`config.mk`:
```
export PLATFORM = sky130hd
export DESIGN_NAME = avmm_cmd_master
export DESIGN_NICKNAME = d
export VERILOG_FILES = /design/src/rtl/avmm_pkg.sv /design/src/rtl/cmd_fifo.sv /design/src/rtl/avmm_cmd_master.sv
export SDC_FILE = /design/constraint.sdc
export NUM_CORES = 1
export LEC_CHECK = 0
export CAP_MARGIN = 20
export CELL_PAD_IN_SITES_DETAIL_PLACEMENT = 2
export CELL_PAD_IN_SITES_GLOBAL_PLACEMENT = 2
export CORE_MARGIN = 2
export CORE_UTILIZATION = 43
export CTS_CLUSTER_DIAMETER = 50
export DETAILED_ROUTE_END_ITERATION = 10
export DONT_BUFFER_PORTS = 1
export GPL_ROUTABILITY_DRIVEN = 0
export PLACE_DENSITY = 0.83
export SLEW_MARGIN = 15
export SYNTH_ARGS = -nofsm -noshare
export SYNTH_HDL_FRONTEND = slang
export SYNTH_SLANG_ARGS = --single-unit
```
`constraint.sdc`:
```
create_clock -name clk -period 5 [get_ports clk]
set_input_delay 0.5 -clock clk [delete_from_list [all_inputs] [get_ports clk]]
set_output_delay 0.5 -clock clk [all_outputs]
set_load 0.01 [all_outputs]
```
`src/rtl/avmm_pkg.sv`:
```
// Shared types for the Avalon-MM command master: the buffered command record
// and the write-sequencer state encoding.
package avmm_pkg;

  localparam int ADDR_W = 8;
  localparam int DATA_W = 32;

  typedef struct packed {
    logic [ADDR_W-1:0] addr;
    logic [DATA_W-1:0] data;
  } avmm_cmd_t;

  typedef enum logic [1:0] {
    IDLE  = 2'd0,
    WRITE = 2'd1,
    GAP   = 2'd2
  } avmm_state_t;

endpackage

```
`src/rtl/cmd_fifo.sv`:
```
// Command FIFO: power-of-two depth with a registered occupancy count, exposing
// both the head entry and the one behind it so writes can run back-to-back.
import avmm_pkg::*;

module cmd_fifo #(
  parameter int DEPTH = 4,
  localparam int PTR_W = $clog2(DEPTH),
  localparam int CNT_W = $clog2(DEPTH) + 1
) (
  input  logic             clk,
  input  logic             rst_in,
  input  logic             push,
  input  avmm_cmd_t        push_data,
  input  logic             pop,
  output avmm_cmd_t        head,
  output avmm_cmd_t        next_head,
  output logic             full,
  output logic             empty,
  output logic [CNT_W-1:0] count
);

  avmm_cmd_t        mem [DEPTH];
  logic [PTR_W-1:0] wr_ptr;
  logic [PTR_W-1:0] rd_ptr;
  logic             push_en;
  logic             pop_en;

  assign full      = (count == CNT_W'(DEPTH));
  assign empty     = (count == '0);
  assign push_en   = push && !full;
  assign pop_en    = pop && !empty;
  assign head      = mem[rd_ptr];
  assign next_head = mem[rd_ptr + PTR_W'(1)];

  // NOTE: sequential state uses non-blocking assignments so every flop samples pre-edge values.
  always_ff @(posedge clk) begin
    if (rst_in) begin
      wr_ptr <= '0;
      rd_ptr <= '0;
      count  <= '0;
    end else begin
      if (push_en) wr_ptr <= wr_ptr + PTR_W'(1);
      if (pop_en)  rd_ptr <= rd_ptr + PTR_W'(1);
      case ({push_en, pop_en})
        2'b10:   count <= count + CNT_W'(1);
        2'b01:   count <= count - CNT_W'(1);
        default: count <= count;
      endcase
    end
  end

  // NOTE: storage is not reset; the count and pointers alone define which entries are valid.
  always_ff @(posedge clk) begin
    if (push_en) mem[wr_ptr] <= push_data;
  end

endmodule

```
`src/rtl/avmm_cmd_master.sv`:
```
// Drains buffered {addr, data} commands onto an Avalon-MM master write port,
// honouring waitrequest and an optional idle gap between writes.
import avmm_pkg::*;

module avmm_cmd_master #(
  parameter int FIFO_DEPTH = 4,
  parameter int GAP_CYCLES = 0
) (
  input  logic        clk,
  input  logic        rst_in,
  input  logic        cmd_valid,
  output logic        cmd_ready,
  input  logic [7:0]  cmd_addr,
  input  logic [31:0] cmd_data,
  output logic [7:0]  address,
  output logic        write,
  output logic [31:0] writedata,
  input  logic        waitrequest,
  output logic        busy,
  output logic [15:0] wr_count
);

  localparam int CNT_W = $clog2(FIFO_DEPTH) + 1;

  avmm_state_t      state;
  avmm_state_t      state_next;
  avmm_cmd_t        head;
  avmm_cmd_t        next_head;
  logic             full;
  logic             empty;
  logic [CNT_W-1:0] count;
  logic             push;
  logic             pop;
  logic             done;
  logic             load_head;
  logic             load_next;
  logic             gap_load;
  logic [3:0]       gap_cnt;

  // Ready comes only from the registered count, gated off while reset is held.
  assign cmd_ready = !rst_in && !full;
  assign push      = cmd_valid && cmd_ready;
  assign busy      = !empty || (state != IDLE);

  cmd_fifo #(.DEPTH(FIFO_DEPTH)) u_fifo (
    .clk       (clk),
    .rst_in    (rst_in),
    .push      (push),
    .push_data ({cmd_addr, cmd_data}),
    .pop       (pop),
    .head      (head),
    .next_head (next_head),
    .full      (full),
    .empty     (empty),
    .count     (count)
  );

  always_ff @(posedge clk) begin
    if (rst_in) state <= IDLE;
    else        state <= state_next;
  end

  // NOTE: combinational blocks assign defaults first so no path leaves a signal unassigned (no latches).
  always_comb begin
    state_next = state;
    case (state)
      IDLE:  if (!empty) state_next = WRITE;
      WRITE: begin
        if (!waitrequest) begin
          if (GAP_CYCLES > 0)            state_next = GAP;
          else if (count > CNT_W'(1))    state_next = WRITE;
          else                           state_next = IDLE;
        end
      end
      GAP:   if (gap_cnt == 4'd0) state_next = empty ? IDLE : WRITE;
      default: state_next = IDLE;
    endcase
  end

  // The entry being written stays in the FIFO until it completes, so a
  // back-to-back write loads the entry behind the head.
  always_comb begin
    done      = (state == WRITE) && !waitrequest;
    pop       = done;
    load_head = ((state == IDLE) && !empty) ||
                ((state == GAP) && (gap_cnt == 4'd0) && !empty);
    load_next = done && (GAP_CYCLES == 0) && (count > CNT_W'(1));
    gap_load  = done && (GAP_CYCLES > 0);
  end

  always_ff @(posedge clk) begin
    if (rst_in) begin
      write     <= 1'b0;
      address   <= '0;
      writedata <= '0;
      wr_count  <= '0;
      gap_cnt   <= '0;
    end else begin
      write <= (state_next == WRITE);
      if (load_head)      {address, writedata} <= head;
      else if (load_next) {address, writedata} <= next_head;
      if (done) wr_count <= wr_count + 16'd1;
      if (gap_load)                                gap_cnt <= 4'(GAP_CYCLES - 1);
      else if ((state == GAP) && (gap_cnt != 4'd0)) gap_cnt <= gap_cnt - 4'd1;
    end
  end

endmodule

```
==> flow_summary.yaml <==
logic_synthesis:
  synthFlopType: "edfxtp_1"
  synthesis.nets: 699
  synthAdderAreaFrac: 0.0139
  synth-simple-area-share: 0.0842
  yosysWarnings: 0
  synth-seq-cells: 232
  synth-edff-count: 160
  synth_top_family_by_area: "multiplexers"
  ys_seq_area_frac: 0.629
  synth-async-reset-ratio: 0
  synth_area_per_cell_sq_um: 15.4
  muxShareOfSynthArea: 0.186
  synth_xor_area_frac: 0.0167
  synth-compound-area-share: 0.0467
  syn_inst: 644
  ys_types: 46
  netlist_area_sq_um: 9940
setup_path:
  worstPathCellList: "inv_1, ha_1, a21oi_1, and3_2, buf_4"
  critPathMaxStageDelay_ns: 0.72
  worst_path_max_delay_cell: "and3_2"
  critical_path.top_delay_family: "simple AND/OR/NAND/NOR gates"
  crit_fanout: 21
  required_ns: 5.21
  end_kind: "flip-flop"
  critical_path_buf_inv_count: 2
  start_kind: "flip-flop"
  crit_type: "flip-flop to flip-flop"
  arrival_ns: 3.08
clock_tree:
  cts_resized: 0
  cts_hold_buf: 0
  cts_root_buf: "clkbuf_16"
  ctsLongestPathBuffers: 3
  worstSkewPairLatency_ns: 0.55
  cts_setup_buffers: 0
  tritoncts: "done"
  htreeDepth: 1
  clock_sinks: 232
  path_clk_slew_ns: 0.06
  cts_buffers: 28
global_routing:
  grt_pass1_wl_um: 40100
  grt-ovfl-total: 0
  grt_pass1_vias: 6583
  grt_max_degree: 76
  grt_usage: 0.221
  antenna_found_initial: 0
routing:
  drc: 0
  ant_nets: 0
  drt-total-wl_um: 26300
  dr.pass1.iters: 4
  viasPerCell: 6.14
  dr_total_vias: 5781
  wl_per_cell_um: 27.9
  drt_iter0_drc: 349
worst_hold_path:
  hp-class: "input port to flip-flop"
die:
  rows: 55
  die_y_um: 156
  dieArea_sq_um: 24300
  dieWidth_um: 156
  start_util: 0.439
  io-pin-count: 103
  core_area_sq_um: 22600
placement:
  port_buffers: 0
  place_hpwl_um: 16100
  place_inst: 890
  place_ws_ns: 2.14
job:
  maxCapViolations: 0
sta:
  max_freq_mhz: 349
  clock_skew_ns: 0.0169
  tightest_slew_ns: 1.03
  rsz0062_at_grt: "false"
  finalWorstSetupSlack_ns: 2.13
  fin_setup_tns_ns: 0
  setup_viol: 0
  finalCritPeriodShare: 0.573
  fin_crit_ns: 2.87
  slew_headroom: 0.310
  slew_violations: 0
  hold_violations: 0
layout:
  nFillCells: 2021
  multi_input_area_sq_um: 3470
  ff_latch_area_sq_um: 6260
  instances_no_fill: 942
  syn2layout_area_growth_pct: 11.3
  nNetsFinal: 690
  drive_above_1_share: 0.233
  diodes: 0
power:
  vdd_drop_max_uv: 320
  power_leakage_nw: 3.43
  power.density_nw_per_um2: 411
status:
  outcome: "completed"
-- worst reg2reg max path, delay by kind of cell (launching register included) --
family                   cells  cell delay (ns)
flip-flops                   1             0.44
AND/OR/NAND/NOR              1             0.72
buffers and inverters        2             0.56
AO/OA/AOI/OAI                1             0.57
adder cells (fa/ha/maj)      1             0.24
-- layer usage --
layer / global-route usage / vias to the layer above / share of wire
met1: 0.244 / 3057 / 0.36
met2: 0.416 / 169 / 0.55
li1: - / 2507 / -
met3: 0.0614 / 48 / 0.068
met5: 0 / - / 0
met4: 0.0590 / 0 / 0.026
-- final cells by class --
cell class,instances,area share
timing repair buffer,8,0.00543
tap,285,0.0323
multi-input combinational,356,0.314
sequential,232,0.566
clock buffer,31,0.0663
clock inverter,21,0.0134
inverter,9,0.00306
-- cell usage after synthesis, drive strengths merged, types with 6 or more instances --
master,instances,area [sq um]
edfxtp,160,4800
mux4,80,1800
dfxtp,72,1440
nand2,70,263
nor2,57,214
a311oi,32,280
clkbuf,26,98.8
buf,21,109
nor3,18,90.1
xnor2,13,114
ha,11,138
inv,9,33.8
o22ai,7,43.8
a21oi,6,30.0
nand3,6,30.0
nor4,6,52.6
xor2,6,52.6
-- per-stage QoR --
stage / hold WS (ns) / total power, W / utilization / area (sq um)
final: 0.0429 / 0.00455 / 0.488 / 11100
after global routing: 0.0130 / 0.00470 / 0.488 / 11100
after CTS: 0.0130 / 0.00459 / 0.488 / 11100
after detailed placement: 0.520 / 0.00267 / 0.449 / 10200
after global placement: 0.501 / 0.00263 / 0.449 / 10200
after floorplan: 0.481 / 0.00255 / - / 9940
-- cell usage in the layout (no fill, tap or decap), types with 9 or more instances in the layout --
master / synthesis / final
a311oi_1: 32 / 32
clkbuf_16: 0 / 29
clkinv_2: 0 / 9
dfxtp_1: 72 / 68
edfxtp_1: 160 / 160
ha_1: 11 / 11
inv_1: 9 / 9
mux4_2: 80 / 80
nand2_1: 70 / 70
nor2_1: 57 / 57
nor3_1: 18 / 18
xnor2_1: 13 / 13
-- logic make-up (layout without fill, tap and decap cells) --
kind of cell / count (synthesis) / after routing
flip-flops: 232 / 232
AND/OR/NAND/NOR: 183 / 183
multiplexers: 84 / 84
AO/OA/AOI/OAI: 59 / 59
buffers and inverters: 56 / 69
XOR/XNOR: 19 / 19
adder cells (fa/ha/maj): 11 / 11
-- registers in the layout (all words and copies together) (netlist names), named ones only --
| register | count |
|---|---|
| u_fifo.wr_ptr | 2 |
| writedata | 32 |
| write | 1 |
| u_fifo.rd_ptr | 2 |
| gap_cnt | 4 |
| wr_count | 16 |
| u_fifo.mem | 160 |
| address | 8 |
| u_fifo.count | 3 |
| state | 2 |
-- path summary, 6_finish.rpt --
check                                startpoint                 to  slack, ns  cells past startpoint
worst max register to register  u_fifo.count[0]  u_fifo.mem[1][31]       2.13                      5
worst min-delay path                     rst_in        wr_count[2]       0.04                      1
worst max-delay path            u_fifo.count[0]  u_fifo.mem[1][31]       2.13                      5
worst min register to register       gap_cnt[3]         gap_cnt[3]       0.53                      2
-- where the power goes --
part           leakage [nW]  internal (W)  total (W)  switching, W
combinational         0.953      0.000133   0.000332      0.000199
clock                 0.433       0.00111    0.00192      0.000806
sequential             2.05       0.00217    0.00230      0.000133
total                  3.43       0.00341    0.00455       0.00114
Note: power is estimated with default switching activity, not from simulation.
